`src/rtl/hazard_pkg.sv`:
```
//==============================================================================
// Module  : hazard_pkg
// Purpose : Shared tag type, forwarding constants and youngest-match helper
//           for the hazard scoreboard.
// Rev     : 1.0  initial release
//==============================================================================
`default_nettype none

package hazard_pkg;

    localparam int HZ_RD_W      = 8;
    localparam int HZ_MAX_DEPTH = 8;
    localparam int FWD_REGFILE  = 0;

    typedef struct packed {
        logic               valid;
        logic [HZ_RD_W-1:0] rd;
        logic               is_load;
    } hz_tag_t;

    localparam int HZ_TAG_W = $bits(hz_tag_t);

    typedef struct packed {
        logic       hit;
        logic [2:0] idx;
    } hz_match_t;

    // Lowest set bit wins: tag[0] is the youngest writer in flight.
    function automatic hz_match_t youngest_match(input logic [HZ_MAX_DEPTH-1:0] hits);
        hz_match_t m;
        m = '0;
        for (int i = HZ_MAX_DEPTH - 1; i >= 0; i--) begin
            if (hits[i[2:0]]) begin
                m.hit = 1'b1;
                m.idx = i[2:0];
            end
        end
        return m;
    endfunction

endpackage

`default_nettype wire

```
`src/rtl/hz_tag_pipe.sv`:
```
//==============================================================================
// Module  : hz_tag_pipe
// Purpose : DEPTH-entry shift register of in-flight writer tags (EX..WB),
//           with an insert-bubble input and asynchronous active-low clear.
// Rev     : 1.0  initial release
//==============================================================================
`default_nettype none

module hz_tag_pipe
    import hazard_pkg::*;
#(
    parameter int DEPTH = 3
) (
    input  logic                      clockCPU,
    input  logic                      reset_n,
    input  logic                      insert_bubble,
    input  logic [HZ_TAG_W-1:0]       tag_in,
    output logic [DEPTH*HZ_TAG_W-1:0] tags
);

    hz_tag_t tag_r [DEPTH];

    always_ff @(posedge clockCPU or negedge reset_n) begin
        if (!reset_n) begin
            tag_r[0] <= '0;
        end else begin
            tag_r[0] <= insert_bubble ? hz_tag_t'('0) : hz_tag_t'(tag_in);
        end
    end

    for (genvar i = 1; i < DEPTH; i++) begin : g_shift
        always_ff @(posedge clockCPU or negedge reset_n) begin
            if (!reset_n) begin
                tag_r[i] <= '0;
            end else begin
                tag_r[i] <= tag_r[i-1];
            end
        end
    end

    for (genvar i = 0; i < DEPTH; i++) begin : g_out
        assign tags[i*HZ_TAG_W +: HZ_TAG_W] = tag_r[i];
    end

endmodule

`default_nettype wire

```
`src/rtl/hazard_scoreboard.sv`:
```
//==============================================================================
// Module  : hazard_scoreboard
// Purpose : RAW hazard detection, registered EX forwarding selects, load-use
//           stall and redirect squash. HAZARD_PERF_CNT_EN adds perf counters.
// Rev     : 1.0  initial release
//==============================================================================
`default_nettype none

module hazard_scoreboard
    import hazard_pkg::*;
#(
    parameter int REG_AW     = 5,
    parameter int DEPTH      = 3,
    parameter int LOAD_STAGE = 2,
    parameter int FWD_W      = $clog2(DEPTH)
) (
    input  logic              clockCPU,
    input  logic              reset_n,
    input  logic              id_valid,
    input  logic [REG_AW-1:0] id_rs1,
    input  logic [REG_AW-1:0] id_rs2,
    input  logic              id_rs1_used,
    input  logic              id_rs2_used,
    input  logic [REG_AW-1:0] id_rd,
    input  logic              id_regwrite,
    input  logic              id_memread,
    input  logic              ex_redirect,
    output logic              stall,
    output logic              flush_if_id,
    output logic              bubble_id_ex,
    output logic [FWD_W-1:0]  ex_fwd_rs1,
    output logic [FWD_W-1:0]  ex_fwd_rs2
`ifdef HAZARD_PERF_CNT_EN
    ,
    output logic [31:0]       stall_cycles,
    output logic [31:0]       flush_events
`endif
);

    hz_tag_t [DEPTH-1:0]     tags;
    hz_tag_t                 tag_in;
    logic [HZ_MAX_DEPTH-1:0] hits1, hits2, early;
    hz_match_t               m1, m2;
    logic                    rs1_ok, rs2_ok, stall_int;

    assign rs1_ok = id_rs1_used && (id_rs1 != '0);
    assign rs2_ok = id_rs2_used && (id_rs2 != '0);

    // The WB entry never matches: the register file is write-first.
    for (genvar j = 0; j < DEPTH; j++) begin : g_match
        assign early[j] = tags[j].is_load && ((j + 1) < LOAD_STAGE);
        assign hits1[j] = (j < DEPTH - 1) && tags[j].valid && rs1_ok
                          && (tags[j].rd == HZ_RD_W'(id_rs1));
        assign hits2[j] = (j < DEPTH - 1) && tags[j].valid && rs2_ok
                          && (tags[j].rd == HZ_RD_W'(id_rs2));
    end

    if (DEPTH < HZ_MAX_DEPTH) begin : g_pad
        assign early[HZ_MAX_DEPTH-1:DEPTH] = '0;
        assign hits1[HZ_MAX_DEPTH-1:DEPTH] = '0;
        assign hits2[HZ_MAX_DEPTH-1:DEPTH] = '0;
    end

    assign m1 = youngest_match(hits1);
    assign m2 = youngest_match(hits2);

    assign stall_int    = id_valid && !ex_redirect
                          && ((m1.hit && early[m1.idx]) || (m2.hit && early[m2.idx]));
    assign stall        = stall_int;
    assign flush_if_id  = reset_n && ex_redirect;
    assign bubble_id_ex = flush_if_id || stall_int;

    always_comb begin
        tag_in         = '0;
        tag_in.valid   = id_valid && id_regwrite && (id_rd != '0);
        tag_in.rd      = HZ_RD_W'(id_rd);
        tag_in.is_load = id_memread;
    end

    hz_tag_pipe #(.DEPTH(DEPTH)) u_tag_pipe (
        .clockCPU      (clockCPU),
        .reset_n       (reset_n),
        .insert_bubble (stall_int || ex_redirect),
        .tag_in        (tag_in),
        .tags          (tags)
    );

    always_ff @(posedge clockCPU or negedge reset_n) begin
        if (!reset_n) begin
            ex_fwd_rs1 <= FWD_W'(FWD_REGFILE);
            ex_fwd_rs2 <= FWD_W'(FWD_REGFILE);
        end else if (stall_int || ex_redirect || !id_valid) begin
            ex_fwd_rs1 <= FWD_W'(FWD_REGFILE);
            ex_fwd_rs2 <= FWD_W'(FWD_REGFILE);
        end else begin
            ex_fwd_rs1 <= m1.hit ? FWD_W'(m1.idx + 3'd1) : FWD_W'(FWD_REGFILE);
            ex_fwd_rs2 <= m2.hit ? FWD_W'(m2.idx + 3'd1) : FWD_W'(FWD_REGFILE);
        end
    end

`ifdef HAZARD_PERF_CNT_EN
    always_ff @(posedge clockCPU or negedge reset_n) begin
        if (!reset_n) begin
            stall_cycles <= '0;
            flush_events <= '0;
        end else begin
            stall_cycles <= stall_cycles + {31'd0, stall_int};
            flush_events <= flush_events + {31'd0, ex_redirect};
        end
    end
`endif

endmodule

`default_nettype wire

```
`config.mk`:
```
export PLATFORM = sky130hd
export DESIGN_NAME = hazard_scoreboard
export DESIGN_NICKNAME = d
export VERILOG_FILES = /design/src/rtl/hazard_pkg.sv /design/src/rtl/hz_tag_pipe.sv /design/src/rtl/hazard_scoreboard.sv
export SDC_FILE = /design/constraint.sdc
export NUM_CORES = 1
export LEC_CHECK = 0
export CORE_AREA = 2 2 53 50
export CTS_BUF_LIST = sky130_fd_sc_hd__clkbuf_4
export DETAILED_ROUTE_END_ITERATION = 10
export DIE_AREA = 0 0 55 52
export HOLD_SLACK_MARGIN = 0.02
export PLACE_DENSITY = 0.73
export SYNTH_ARGS = -nofsm -noshare
export SYNTH_HDL_FRONTEND = slang
export SYNTH_SLANG_ARGS = --single-unit
```
`constraint.sdc`:
```
create_clock -name clockCPU -period 2 [get_ports clockCPU]
set_clock_uncertainty 0.2 [all_clocks]
set_input_delay 0.4 -clock clockCPU [delete_from_list [all_inputs] [get_ports clockCPU]]
set_output_delay 0.4 -clock clockCPU [all_outputs]
set_load 0.03 [all_outputs]
```
==> impl_metrics.json <==
{
  "status": "finished with violations",
  "violations": "setup timing",
  "power_density_mw_per_mm2": 476.0,
  "syn_area_um2": 909.6,
  "crit_path_end_kind": "output port",
  "layout_setup_ws_ps": -416.6,
  "fp-row-count": 17,
  "timing.fmax_mhz": 413.8,
  "worstMarginPinSlew_ps": 317.3,
  "required_ps": 1400,
  "power_mw": 0.7230,
  "drive_above_1_share_pct": 45.31,
  "synth_area_leaders": "dfrtp_1 (47%), xor2_1 (13%), nor3b_2 (8.3%)",
  "routedWlPerCell_um": 14.87,
  "critical-path-slowest-cell": "clkdlybuf4s50_1",
  "ys_async_sr_fraction_pct": 100.0,
  "h-tree-depth": 1,
  "ctsLongestPathBuffers": 2,
  "grt_pass1_wl_mm": 3.719,
  "postRouteAntennaNets": 0,
  "clk_latency_ps": 280,
  "grt_max_degree": 18,
  "slew_headroom_pct": 78.69,
  "routed_wl_mm": 2.320,
  "slew_violations": 0,
  "yosys.area.top_type": "dfrtp_1",
  "worst_ir_drop_vdd_mv": 0.3642,
  "die_y_um": 52,
  "worstSetupPathType": "primary input to output port",
  "synth-seq-cells": 17,
  "ios": 30,
  "yosys_warnings": 0,
  "synth_most_common_cell": "dfrtp_1",
  "grt_setup_unrepaired": "yes",
  "p_leak_nw": 0.7482,
  "post-route-period-util_pct": 120.8,
  "fin_hold_ws_ps": 258.5,
  "antenna_found_initial": 0,
  "dieArea_mm2": 0.002860,
  "clk_pin_slew_worst_paths_ps": 80,
  "vias": 753,
  "clock_sinks": 17,
  "drt_pass1_iterations": 3,
  "hpwl_mm": 1.819,
  "gp_congestion": 0.7731,
  "vias_per_cell": 4.827,
  "synth_edf_count": 0,
  "synth_top_cell_area_share_pct": 46.77,
  "max_stage_delay_ps": 510,
  "ys_seq_area_share_pct": 46.77,
  "antennaDiodeCount": 0,
  "worstHoldPathType": "register to register",
  "synth_cells": 72,
  "setup_viol": 12,
  "dpl.cell_count": 146,
  "cp_cell_sequence": "clkdlybuf4s50_1 > xnor2_1 > nand4b_4 > nand2_4 > and3_4 > buf_6",
  "area_delta_synth_final_pct": 66.99,
  "pre_cts_ws_ps": -1228,
  "portBuffers": 29,
  "cts_tree": "built",
  "cp-start-kind": "primary input",
  "arrival_ps": 1820,
  "route.detailed.drc": 0,
  "cts_hold_buf": 0,
  "cts_inserted_buffers": 3,
  "die_width_um": 55,
  "drt-initial-drc-count": 8,
  "max_cap_violations": 0,
  "first_global_vias": 842,
  "yosys-top-cells-count": "dfrtp_1 (17), xor2_1 (14), nor3b_2 (6), xnor2_1 (6), nor4_1 (4)",
  "finalHoldViolCount": 0,
  "synthDistinctLibCells": 22,
  "period_needed_ps": 2417,
  "avgSynthCellArea_um2": 12.63,
  "start_util_pct": 38.88,
  "finish.net_count": 152,
  "core_area_mm2": 0.002340,
  "finish.utilization_pct": 64.92,
  "grt_overflow": 0,
  "cp_max_fo": 3,
  "final_cells": 156,
  "synth_ff_type": "dfrtp_1",
  "root_buffer": "clkbuf_4",
  "syn-num-nets": 95,
  "track_usage_pct": 18.81
}
==> logic make-up after synthesis <==
| kind of cell | after synthesis | synth area share (%) |
|---|---|---|
| DFF | 17 | 46.77 |
| buffers and inverters | 1 | 1.238 |
| and+or+nand+nor | 27 | 25.03 |
| xor gates and xnor gates | 20 | 19.26 |
| AOI/OAI and AO/OA | 7 | 7.704 |
==> timing repair <==
action                                  4_1_cts  5_1_grt
setup buffers                                 8        0
pin swaps                                    10        1
gates resized for setup                      41        5
endpoints found under the setup margin       11       12
==> stage by stage <==
stage | setup TNS, ps | area, um2
floorplan | -252.3 | 959.7
global placement | -6297 | 1404
detailed placement | -6580 | 1404
CTS | -3826 | 1491
global route | -4725 | 1519
finish | -3744 | 1519
==> registers in the layout, indices dropped and copies added, names as in the netlist <==
signal / cells
u_tag_pipe.tags: 13
ex_fwd_rs1: 2
ex_fwd_rs2: 2
==> placed cells by master (no fill, tap or decap), drive strengths merged, types with 3 or more instances in the layout <==
cell type      instances
buf                   32
clkbuf                 4
clkdlybuf4s15          3
clkdlybuf4s50         16
dfrtp                 17
nand2                  3
nor3b                  6
nor4                   4
or4                    4
xnor2                  6
xor2                  14
==> critical path, delay by kind of cell <==
kind,cells,cell delay (ps)
AND/OR/NAND/NOR,3,450
buffers and inverters,2,630
XOR/XNOR,1,330
==> path summary, 6_finish.rpt <==
kind                            slack [ps]  cells past startpoint             endpoint               start
worst min register to register         260                      0  u_tag_pipe.tags[13]  u_tag_pipe.tags[3]
worst max register to register        -330                     11   u_tag_pipe.tags[4]  u_tag_pipe.tags[3]
worst max-delay path                  -420                      6                stall           id_rs2[0]
worst min-delay path                   260                      0  u_tag_pipe.tags[13]  u_tag_pipe.tags[3]
max in group asynchronous             1110                      2   u_tag_pipe.tags[3]             reset_n
min in group asynchronous              290                      2        ex_fwd_rs2[1]             reset_n
==> layer usage <==
layer	GRT usage [%]	vias to the layer above	wire length, um
li1	-	375	-
met1	22.39	355	983
met2	33.73	19	1226
met3	2.011	4	87
met4	7.317	0	22
met5	0	-	0
==> power breakdown <==
part / total (mW) / switching, mW / leakage (nW) / internal, mW
clock network: 0.185 / 0.0941 / 0.0184 / 0.0910
registers: 0.371 / 0.0143 / 0.223 / 0.357
logic: 0.167 / 0.0725 / 0.507 / 0.0946
total: 0.723 / 0.181 / 0.748 / 0.542
==> final cells by class <==
class                      count  area, um2
clock buffer                   4      30.03
fill                         184      820.8
multi-input combinational     54      551.8
sequential                    17      426.7
tap                           28      35.03
timing repair buffer          53      475.5
Power figures use the tool's default switching activity.
